File: src/rtl/bus_host_arbiter_if.sv
// Host-side and device-side bus bundle for bus_host_arbiter.
// The arbiter takes the slave view; the hosts and the device sit on the master view.
interface bus_host_arbiter_if #(
    parameter int NrHosts   = 3,
    parameter int DataWidth = 32,
    parameter int AddrWidth = 32
);
    logic [NrHosts-1:0]                  host_req_i;
    logic [NrHosts-1:0]                  host_gnt_o;
    logic [NrHosts-1:0][AddrWidth-1:0]   host_addr_i;
    logic [NrHosts-1:0]                  host_we_i;
    logic [NrHosts-1:0][DataWidth/8-1:0] host_be_i;
    logic [NrHosts-1:0][DataWidth-1:0]   host_wdata_i;
    logic [NrHosts-1:0]                  host_rvalid_o;
    logic [NrHosts-1:0][DataWidth-1:0]   host_rdata_o;
    logic [NrHosts-1:0]                  host_err_o;

    logic                                dev_req_o;
    logic                                dev_gnt_i;
    logic [AddrWidth-1:0]                dev_addr_o;
    logic                                dev_we_o;
    logic [DataWidth/8-1:0]              dev_be_o;
    logic [DataWidth-1:0]                dev_wdata_o;
    logic                                dev_rvalid_i;
    logic [DataWidth-1:0]                dev_rdata_i;
    logic                                dev_err_i;

    modport slave (
        input  host_req_i, host_addr_i, host_we_i, host_be_i, host_wdata_i,
        input  dev_gnt_i, dev_rvalid_i, dev_rdata_i, dev_err_i,
        output host_gnt_o, host_rvalid_o, host_rdata_o, host_err_o,
        output dev_req_o, dev_addr_o, dev_we_o, dev_be_o, dev_wdata_o
    );

    modport master (
        output host_req_i, host_addr_i, host_we_i, host_be_i, host_wdata_i,
        output dev_gnt_i, dev_rvalid_i, dev_rdata_i, dev_err_i,
        input  host_gnt_o, host_rvalid_o, host_rdata_o, host_err_o,
        input  dev_req_o, dev_addr_o, dev_we_o, dev_be_o, dev_wdata_o
    );
endinterface

File: src/rtl/bus_host_arbiter.sv
// Shares one device port among NrHosts hosts and routes in-order responses back via an ID FIFO.
// Define BUS_ARB_ROUND_ROBIN_EN for round-robin arbitration; otherwise fixed priority (index 0 highest).
module bus_host_arbiter #(
    parameter int NrHosts        = 3,
    parameter int DataWidth      = 32,
    parameter int AddrWidth      = 32,
    parameter int MaxOutstanding = 2
) (
    input  logic              clk_i,
    input  logic              rst_ni,
    bus_host_arbiter_if.slave bus,
    output logic              orphan_o
);
    localparam int IdW  = (NrHosts > 1) ? $clog2(NrHosts) : 1;
    localparam int PtrW = (MaxOutstanding > 1) ? $clog2(MaxOutstanding) : 1;
    localparam int CntW = $clog2(MaxOutstanding + 1);

    logic [IdW-1:0]  r_ids [MaxOutstanding];
    logic [PtrW-1:0] r_wptr;
    logic [PtrW-1:0] r_rptr;
    logic [CntW-1:0] r_count;

    logic [IdW-1:0]  w_sel;
    logic [IdW-1:0]  w_head;
    logic            w_any;
    logic            w_eligible;
    logic            w_hs;
    logic            w_pop;
    int              w_idx;

    function automatic logic [PtrW-1:0] f_ptr_next(input logic [PtrW-1:0] p);
        return (p == PtrW'(MaxOutstanding - 1)) ? '0 : p + PtrW'(1);
    endfunction

`ifdef BUS_ARB_ROUND_ROBIN_EN
    logic [IdW-1:0] r_last;

    // Walk from farthest to nearest so the host just after r_last wins.
    always_comb begin
        w_sel = '0;
        w_any = 1'b0;
        w_idx = 0;
        for (int i = NrHosts; i >= 1; i--) begin
            w_idx = (int'(r_last) + i) % NrHosts;
            if (bus.host_req_i[w_idx]) begin
                w_sel = IdW'(w_idx);
                w_any = 1'b1;
            end
        end
    end

    always_ff @(posedge clk_i) begin
        if (!rst_ni) begin
            r_last <= IdW'(NrHosts - 1);
        end else if (w_hs) begin
            r_last <= w_sel;
        end
    end
`else
    always_comb begin
        w_sel = '0;
        w_any = 1'b0;
        w_idx = 0;
        for (int i = NrHosts - 1; i >= 0; i--) begin
            w_idx = i;
            if (bus.host_req_i[w_idx]) begin
                w_sel = IdW'(w_idx);
                w_any = 1'b1;
            end
        end
    end
`endif

    // Full blocks requests even when a response pops this cycle: no rvalid-to-grant path.
    assign w_eligible    = (r_count < CntW'(MaxOutstanding));
    assign bus.dev_req_o = rst_ni & w_any & w_eligible;
    assign w_hs          = bus.dev_req_o & bus.dev_gnt_i;
    assign w_head        = r_ids[r_rptr];
    assign w_pop         = rst_ni & bus.dev_rvalid_i & (r_count != '0);
    assign orphan_o      = rst_ni & bus.dev_rvalid_i & (r_count == '0);

    assign bus.host_rdata_o = {NrHosts{bus.dev_rdata_i}};

    always_comb begin
        bus.dev_addr_o  = '0;
        bus.dev_we_o    = 1'b0;
        bus.dev_be_o    = '0;
        bus.dev_wdata_o = '0;
        if (w_any) begin
            bus.dev_addr_o  = bus.host_addr_i[w_sel];
            bus.dev_we_o    = bus.host_we_i[w_sel];
            bus.dev_be_o    = bus.host_be_i[w_sel];
            bus.dev_wdata_o = bus.host_wdata_i[w_sel];
        end
    end

    always_comb begin
        bus.host_gnt_o    = '0;
        bus.host_rvalid_o = '0;
        bus.host_err_o    = '0;
        if (w_hs) begin
            bus.host_gnt_o[w_sel] = 1'b1;
        end
        if (w_pop) begin
            bus.host_rvalid_o[w_head] = 1'b1;
            bus.host_err_o[w_head]    = bus.dev_err_i;
        end
    end

    always_ff @(posedge clk_i) begin
        if (!rst_ni) begin
            r_wptr  <= '0;
            r_rptr  <= '0;
            r_count <= '0;
        end else begin
            if (w_hs) begin
                r_wptr <= f_ptr_next(r_wptr);
            end
            if (w_pop) begin
                r_rptr <= f_ptr_next(r_rptr);
            end
            if (w_hs && !w_pop) begin
                r_count <= r_count + CntW'(1);
            end else if (!w_hs && w_pop) begin
                r_count <= r_count - CntW'(1);
            end
        end
    end

    always_ff @(posedge clk_i) begin
        if (w_hs) begin
            r_ids[r_wptr] <= w_sel;
        end
    end
endmodule

File: src/flat_wrapper.sv
// flat-port wrapper written by rule: the top's interface ports become plain ports
module bus_host_arbiter_flat 
#(
    parameter int NrHosts        = 3,
    parameter int DataWidth      = 32,
    parameter int AddrWidth      = 32,
    parameter int MaxOutstanding = 2
)
  (clk_i, rst_ni, orphan_o, bus_host_req_i, bus_host_addr_i, bus_host_we_i, bus_host_be_i, bus_host_wdata_i, bus_dev_gnt_i, bus_dev_rvalid_i, bus_dev_rdata_i, bus_dev_err_i, bus_host_gnt_o, bus_host_rvalid_o, bus_host_rdata_o, bus_host_err_o, bus_dev_req_o, bus_dev_addr_o, bus_dev_we_o, bus_dev_be_o, bus_dev_wdata_o);
  bus_host_arbiter_if #(.NrHosts(NrHosts), .DataWidth(DataWidth), .AddrWidth(AddrWidth)) bus_i ();
  input  logic clk_i;
  input  logic rst_ni;
  output logic orphan_o;
  input wire logic [$bits(bus_i.host_req_i)-1:0] bus_host_req_i;
  input wire logic [$bits(bus_i.host_addr_i)-1:0] bus_host_addr_i;
  input wire logic [$bits(bus_i.host_we_i)-1:0] bus_host_we_i;
  input wire logic [$bits(bus_i.host_be_i)-1:0] bus_host_be_i;
  input wire logic [$bits(bus_i.host_wdata_i)-1:0] bus_host_wdata_i;
  input wire logic [$bits(bus_i.dev_gnt_i)-1:0] bus_dev_gnt_i;
  input wire logic [$bits(bus_i.dev_rvalid_i)-1:0] bus_dev_rvalid_i;
  input wire logic [$bits(bus_i.dev_rdata_i)-1:0] bus_dev_rdata_i;
  input wire logic [$bits(bus_i.dev_err_i)-1:0] bus_dev_err_i;
  output wire logic [$bits(bus_i.host_gnt_o)-1:0] bus_host_gnt_o;
  output wire logic [$bits(bus_i.host_rvalid_o)-1:0] bus_host_rvalid_o;
  output wire logic [$bits(bus_i.host_rdata_o)-1:0] bus_host_rdata_o;
  output wire logic [$bits(bus_i.host_err_o)-1:0] bus_host_err_o;
  output wire logic [$bits(bus_i.dev_req_o)-1:0] bus_dev_req_o;
  output wire logic [$bits(bus_i.dev_addr_o)-1:0] bus_dev_addr_o;
  output wire logic [$bits(bus_i.dev_we_o)-1:0] bus_dev_we_o;
  output wire logic [$bits(bus_i.dev_be_o)-1:0] bus_dev_be_o;
  output wire logic [$bits(bus_i.dev_wdata_o)-1:0] bus_dev_wdata_o;
  assign bus_i.host_req_i = bus_host_req_i;
  assign bus_i.host_addr_i = bus_host_addr_i;
  assign bus_i.host_we_i = bus_host_we_i;
  assign bus_i.host_be_i = bus_host_be_i;
  assign bus_i.host_wdata_i = bus_host_wdata_i;
  assign bus_i.dev_gnt_i = bus_dev_gnt_i;
  assign bus_i.dev_rvalid_i = bus_dev_rvalid_i;
  assign bus_i.dev_rdata_i = bus_dev_rdata_i;
  assign bus_i.dev_err_i = bus_dev_err_i;
  assign bus_host_gnt_o = bus_i.host_gnt_o;
  assign bus_host_rvalid_o = bus_i.host_rvalid_o;
  assign bus_host_rdata_o = bus_i.host_rdata_o;
  assign bus_host_err_o = bus_i.host_err_o;
  assign bus_dev_req_o = bus_i.dev_req_o;
  assign bus_dev_addr_o = bus_i.dev_addr_o;
  assign bus_dev_we_o = bus_i.dev_we_o;
  assign bus_dev_be_o = bus_i.dev_be_o;
  assign bus_dev_wdata_o = bus_i.dev_wdata_o;
  bus_host_arbiter #(.NrHosts(NrHosts), .DataWidth(DataWidth), .AddrWidth(AddrWidth), .MaxOutstanding(MaxOutstanding)) u_core (.clk_i(clk_i), .rst_ni(rst_ni), .bus(bus_i), .orphan_o(orphan_o));
endmodule
File: config.mk
export PLATFORM = sky130hd
export DESIGN_NAME = bus_host_arbiter_flat
export DESIGN_NICKNAME = d
export VERILOG_FILES = /design/src/rtl/bus_host_arbiter_if.sv /design/src/rtl/bus_host_arbiter.sv /design/src/flat_wrapper.sv
export SDC_FILE = /design/constraint.sdc
export NUM_CORES = 1
export LEC_CHECK = 0
export ABC_AREA = 1
export BUFFER_PORTS_ARGS = -buffer_cell sky130_fd_sc_hd__buf_2
export CAP_MARGIN = 20
export CORE_AREA = 2 2 163 165
export CTS_BUF_LIST = sky130_fd_sc_hd__clkbuf_16
export DETAILED_ROUTE_END_ITERATION = 10
export DIE_AREA = 0 0 165 167
export SLEW_MARGIN = 5
export SYNTH_ARGS = -nofsm -noshare
export SYNTH_HDL_FRONTEND = slang
export SYNTH_SLANG_ARGS = --single-unit
File: constraint.sdc
create_clock -name clk_i -period 1.35 [get_ports clk_i]
set_input_delay 0.0675 -clock clk_i [delete_from_list [all_inputs] [get_ports clk_i]]
set_output_delay 0.0675 -clock clk_i [all_outputs]
set_load 0.02 [all_outputs]
==> impl_metrics.json, run 1 <==
{
  "leakage_uw": 0.00268,
  "async_reset_ff_frac": 0,
  "vias": 4151,
  "diodes": 0,
  "grt_pass1_vias": 3814,
  "clock_skew_ns": 0.00365,
  "yosys.cell_types.count": 21,
  "rsz0062_at_grt": "yes",
  "viasPerCell": 3.70,
  "synth_edf_count": 4,
  "yosys.area.top_type": "buf_4",
  "cts_root_buf": "clkbuf_16",
  "drc_errors": 0,
  "initial_core_util": 0.114,
  "fin_setup_tns_ns": -0.0344,
  "grt_overflow": 0,
  "row_count": 59,
  "drt_pass1_iterations": 5,
  "cp_max_fo": 6,
  "critPathLaunchType": "register",
  "core_sq_mm": 0.0258,
  "clkTransAtPathRegs_ns": 0.04,
  "dpl.hpwl_mm": 11.2,
  "cts_buffer_depth": 2,
  "irDropWorstVdd_mv": 0.450,
  "hold_ws_ns": 0.135,
  "period_share": 1.03,
  "fin_area_sq_mm": 0.00469,
  "maxCapViolations": 0,
  "hp-class": "primary input to output port",
  "die_width_microns": 165,
  "setup.worst_path.class": "register to output port",
  "violations": "negative setup slack",
  "gp_congestion": 0.832,
  "drive_gt1_frac": 0.468,
  "finalNetCount": 1037,
  "finalWorstSetupSlack_ns": -0.0344,
  "clkSinkCount": 9,
  "placed_cell_area_sq_mm": 0.00430,
  "endpoint_kind": "output port",
  "syn_to_final_growth_pct": 59.1,
  "slew_headroom": 0.828,
  "wirelength_mm": 14.6,
  "layout_commonest_cell": "buf_2",
  "setup_viol": 1,
  "worstPathRequired_ns": 1.28,
  "power.total_uw": 2570,
  "ctsHoldBuffers": 0,
  "post-place-ws_ns": 0.00448,
  "htree_levels": 1,
  "cp.arrival_ns": 1.32,
  "drt_iter0_drc": 276,
  "wl_per_cell_microns": 13.0,
  "fin_crit_ns": 1.38,
  "fill_cells": 2963,
  "portBuffers": 294,
  "avgSynthCellArea_sq_um": 5.12,
  "numCtsBuffers": 3,
  "hold_viol_final": 0,
  "tightest_slew_ns": 0.256,
  "outcome": "complete, but fails checks",
  "die_h_microns": 167,
  "syn-num-nets": 824,
  "synth.area.top_cells": "buf_4, nand2_1, nor2_1, o21ai_1, inv_1",
  "grt_max_degree": 43,
  "fmaxAchievable_mhz": 722,
  "ys_seq_elements": 9,
  "synth_top_flop_cell": "dfxtp_1",
  "synth_top_area_share": 0.260,
  "postSynthCellCount": 576,
  "ant_nets": 0,
  "grt_antenna_before_repair": 0,
  "drv_slew": 0,
  "synth_seq_area_share": 0.0747,
  "cts_tree": "done",
  "netlist_area_sq_mm": 0.00295,
  "grt_usage": 0.0923,
  "worstSkewPairLatency_ns": 0.24,
  "cellPowerDensity_mw_per_mm2": 547,
  "grt_first_pass_wirelength_mm": 20.1,
  "layout_common_cells": "buf_2, nand2_1, nor2_1",
  "yosys_warnings": 0,
  "pin_count": 423,
  "die-area_sq_mm": 0.0276
}
[layout make-up]
class | count | area, sq um | area share
flip-flops and latches | 9 | 226 | 0.0483
clock buffers | 3 | 75.1 | 0.0160
inverters | 50 | 190 | 0.0405
well taps | 335 | 419 | 0.0893
clock inverters | 1 | 3.75 | 0.000800
repair buffers | 336 | 2030 | 0.432
multi-input cells | 389 | 1750 | 0.374
[logic make-up (layout without fill, tap and decap cells)]
family | count (synthesis) | in the layout | share of synthesized area
flops | 9 | 9 | 0.0747
buf+inv | 178 | 390 | 0.369
fa+ha+maj | 1 | 1 | 0.00424
compound gates | 83 | 83 | 0.142
simple gates | 305 | 305 | 0.410
[timing repair]
action | 4_1_cts | 5_1_grt
cloned | 0 | 4
pin swaps | 3 | 10
setup endpoints to repair | 8 | 18
gates resized for setup | 15 | 32
buffers inserted | 4 | 3
hold endpoints to repair | 0 | 0
[path summary, 6_finish.rpt]
check | cells after the start | from | endpoint | slack [ns]
max | 6 | u_core.r_count[0]$_SDFFE_PN0P_ | bus_host_err_o[2] | -0.03
min reg2reg | 2 | u_core.r_rptr$_SDFFE_PN0P_ | u_core.r_rptr$_SDFFE_PN0P_ | 0.49
max reg2reg | 8 | u_core.r_count[1]$_SDFFE_PN0P_ | u_core.r_count[1]$_SDFFE_PN0P_ | 0.01
min | 0 | bus_dev_rdata_i[6] | bus_host_rdata_o[38] | 0.14
[critical path: stages (launching register included)]
cell     delay [ns]
dfxtp_2        0.31
inv_1          0.07
a21oi_4        0.16
inv_2          0.07
buf_6          0.14
nor3_4         0.18
buf_6          0.14
[metal layers]
| metal | GRT usage | part of all wire |
|---|---|---|
| met5 | 0 | 0 |
| met4 | 0.0299 | 0.028 |
| met3 | 0.0194 | 0.095 |
| met2 | 0.162 | 0.49 |
| met1 | 0.111 | 0.38 |
[power by group]
group          switching, uW  internal (uW)
Sequential              18.8            310
Combinational            971            749
Clock                    131            387
Total                   1120           1450
[Yosys cell counts (3+ instances only)]
cell type / count
nand2_1: 147
nor2_1: 114
buf_4: 102
o21ai_1: 55
inv_1: 45
nand3_1: 32
buf_2: 24
o21ai_0: 24
nor3_1: 6
dfxtp_1: 5
inv_2: 5
edfxtp_1: 4
a21oi_1: 3
nand2_2: 3
[per-stage QoR]
stage,utilization,cells
2_1_floorplan,-,576
3_3_place_gp,0.167,1108
3_5_place_dp,0.167,1108
4_1_cts,0.173,1116
5_1_grt,0.182,1123
6_report,0.182,1123
No activity file was read; power rests on OpenSTA's default activity.
==> inputs of run 2 (changes only) <==
Settings changed: CTS_BUF_LIST sky130_fd_sc_hd__clkbuf_16 to unset, CTS_CLUSTER_DIAMETER set to 50.
==> impl_metrics.json, run 2 (synthesis gave the netlist of run 1 again) <==
{
  "grt_antenna_before_repair": 0,
  "cp_max_fo": 6,
  "pin_count": 423,
  "die_h_microns": 167,
  "vias": 4155,
  "r2r_cells": 8,
  "period_share": 1.03,
  "viasPerCell": 3.70,
  "placed_cell_area_sq_mm": 0.00430,
  "row_count": 59,
  "wl_per_cell_microns": 13.0,
  "grt_pass1_vias": 3814,
  "worstPathRequired_ns": 1.28,
  "finalWorstSetupSlack_ns": -0.0345,
  "clkTransAtPathRegs_ns": 0.04,
  "numCtsBuffers": 3,
  "reg2reg_setup_slack_ns": 0.01,
  "gp_congestion": 0.832,
  "whs_endpoint": "bus_host_rdata_o[38]",
  "hp-class": "primary input to output port",
  "die_width_microns": 165,
  "rsz0062_at_grt": "yes",
  "violations": "negative setup slack",
  "reg2reg_to": "u_core.r_count[1]$_SDFFE_PN0P_",
  "fin_area_sq_mm": 0.00469,
  "tightest_slew_ns": 0.256,
  "grt_first_pass_wirelength_mm": 20.1,
  "drt_pass1_iterations": 5,
  "cts_buffer_depth": 2,
  "layout_commonest_cell": "buf_2",
  "hold_viol_final": 0,
  "grt_overflow": 0,
  "hold_ws_ns": 0.135,
  "r2r_start": "u_core.r_count[1]$_SDFFE_PN0P_",
  "drc_errors": 0,
  "fmaxAchievable_mhz": 722,
  "htree_levels": 1,
  "setup_viol": 1,
  "endpoint_kind": "output port",
  "ant_nets": 0,
  "hold_start": "bus_dev_rdata_i[6]",
  "cellPowerDensity_mw_per_mm2": 549,
  "cp.arrival_ns": 1.32,
  "portBuffers": 294,
  "hold_depth": 0,
  "fin_crit_ns": 1.38,
  "ctsHoldBuffers": 0,
  "irDropWorstVdd_mv": 0.456,
  "drive_gt1_frac": 0.468,
  "fin_setup_tns_ns": -0.0345,
  "maxCapViolations": 0,
  "outcome": "complete, but fails checks",
  "slew_headroom": 0.828,
  "drv_slew": 0,
  "grt_max_degree": 43,
  "cts_tree": "done",
  "clkSinkCount": 9,
  "wirelength_mm": 14.6,
  "critPathLaunchType": "register",
  "initial_core_util": 0.114,
  "core_sq_mm": 0.0258,
  "grt_usage": 0.0923,
  "leakage_uw": 0.00267,
  "finalNetCount": 1037,
  "layout_common_cells": "buf_2, nand2_1, nor2_1",
  "dpl.hpwl_mm": 11.2,
  "worstSkewPairLatency_ns": 0.24,
  "cts_root_buf": "clkbuf_16",
  "syn_to_final_growth_pct": 59.1,
  "clock_skew_ns": 0.00375,
  "drt_iter0_drc": 257,
  "setup.worst_path.class": "register to output port",
  "power.total_uw": 2570,
  "die-area_sq_mm": 0.0276,
  "diodes": 0
}
## run 2: metrics by stage
stage,utilization,setup WS [ns],instances
after floorplan,-,0.0348,576
after global placement,0.167,-0.00294,1108
after detailed placement,0.167,0.00448,1108
after CTS,0.173,0.00405,1116
after global routing,0.182,-0.123,1123
final,0.182,-0.0345,1123
## run 2: how the worst max path moves through the flow
stage / start / endpoint / slack [ns] / cells after the start
floorplan: u_core.r_count[1]$_SDFFE_PN0P_ / u_core.r_count[1]$_SDFFE_PN0P_ / 0.03 / 7
global placement: bus_host_req_i[0] / u_core.r_count[1]$_SDFFE_PN0P_ / -0.003 / 10
detailed placement: bus_host_req_i[0] / u_core.r_count[1]$_SDFFE_PN0P_ / 0.004 / 10
CTS: u_core.r_count[1]$_SDFFE_PN0P_ / bus_host_err_o[1] / 0.004 / 6
global route: u_core.r_count[1]$_SDFFE_PN0P_ / u_core.r_count[1]$_SDFFE_PN0P_ / -0.12 / 8
finish: u_core.r_count[0]$_SDFFE_PN0P_ / bus_host_err_o[2] / -0.03 / 6
## run 2: final cells by class
cell class	instances	area (sq um)
Clock buffer	4	78.8
Sequential cell	9	226
Fill cell	2963	21100
Timing Repair Buffer	336	2030
Tap cell	335	419
Inverter	50	190
Multi-Input combinational cell	389	1750
## run 2: per-layer routing
layer,vias up,global-route usage,wire (microns)
met5,-,0,0
met4,0,0.0299,402
met3,35,0.0194,1390
met2,223,0.162,7200
met1,1784,0.111,5610
li1,2113,-,-
## run 2: where the power goes
part	switching (uW)	total, uW	internal (uW)
registers	18.8	329	310
clock network	131	526	395
logic	971	1720	749
total	1120	2570	1450
## run 2: critical path, cell delays in order, from the launching register on
cell,delay (ns)
dfxtp_2,0.31
inv_1,0.07
a21oi_4,0.16
inv_2,0.07
buf_6,0.14
nor3_4,0.18
buf_6,0.14
## run 2: timing repair
action	CTS	global route
buffers inserted	4	3
gates cloned	0	4
gates resized for setup	15	32
pin swaps	3	10
endpoints found under the setup margin	8	18
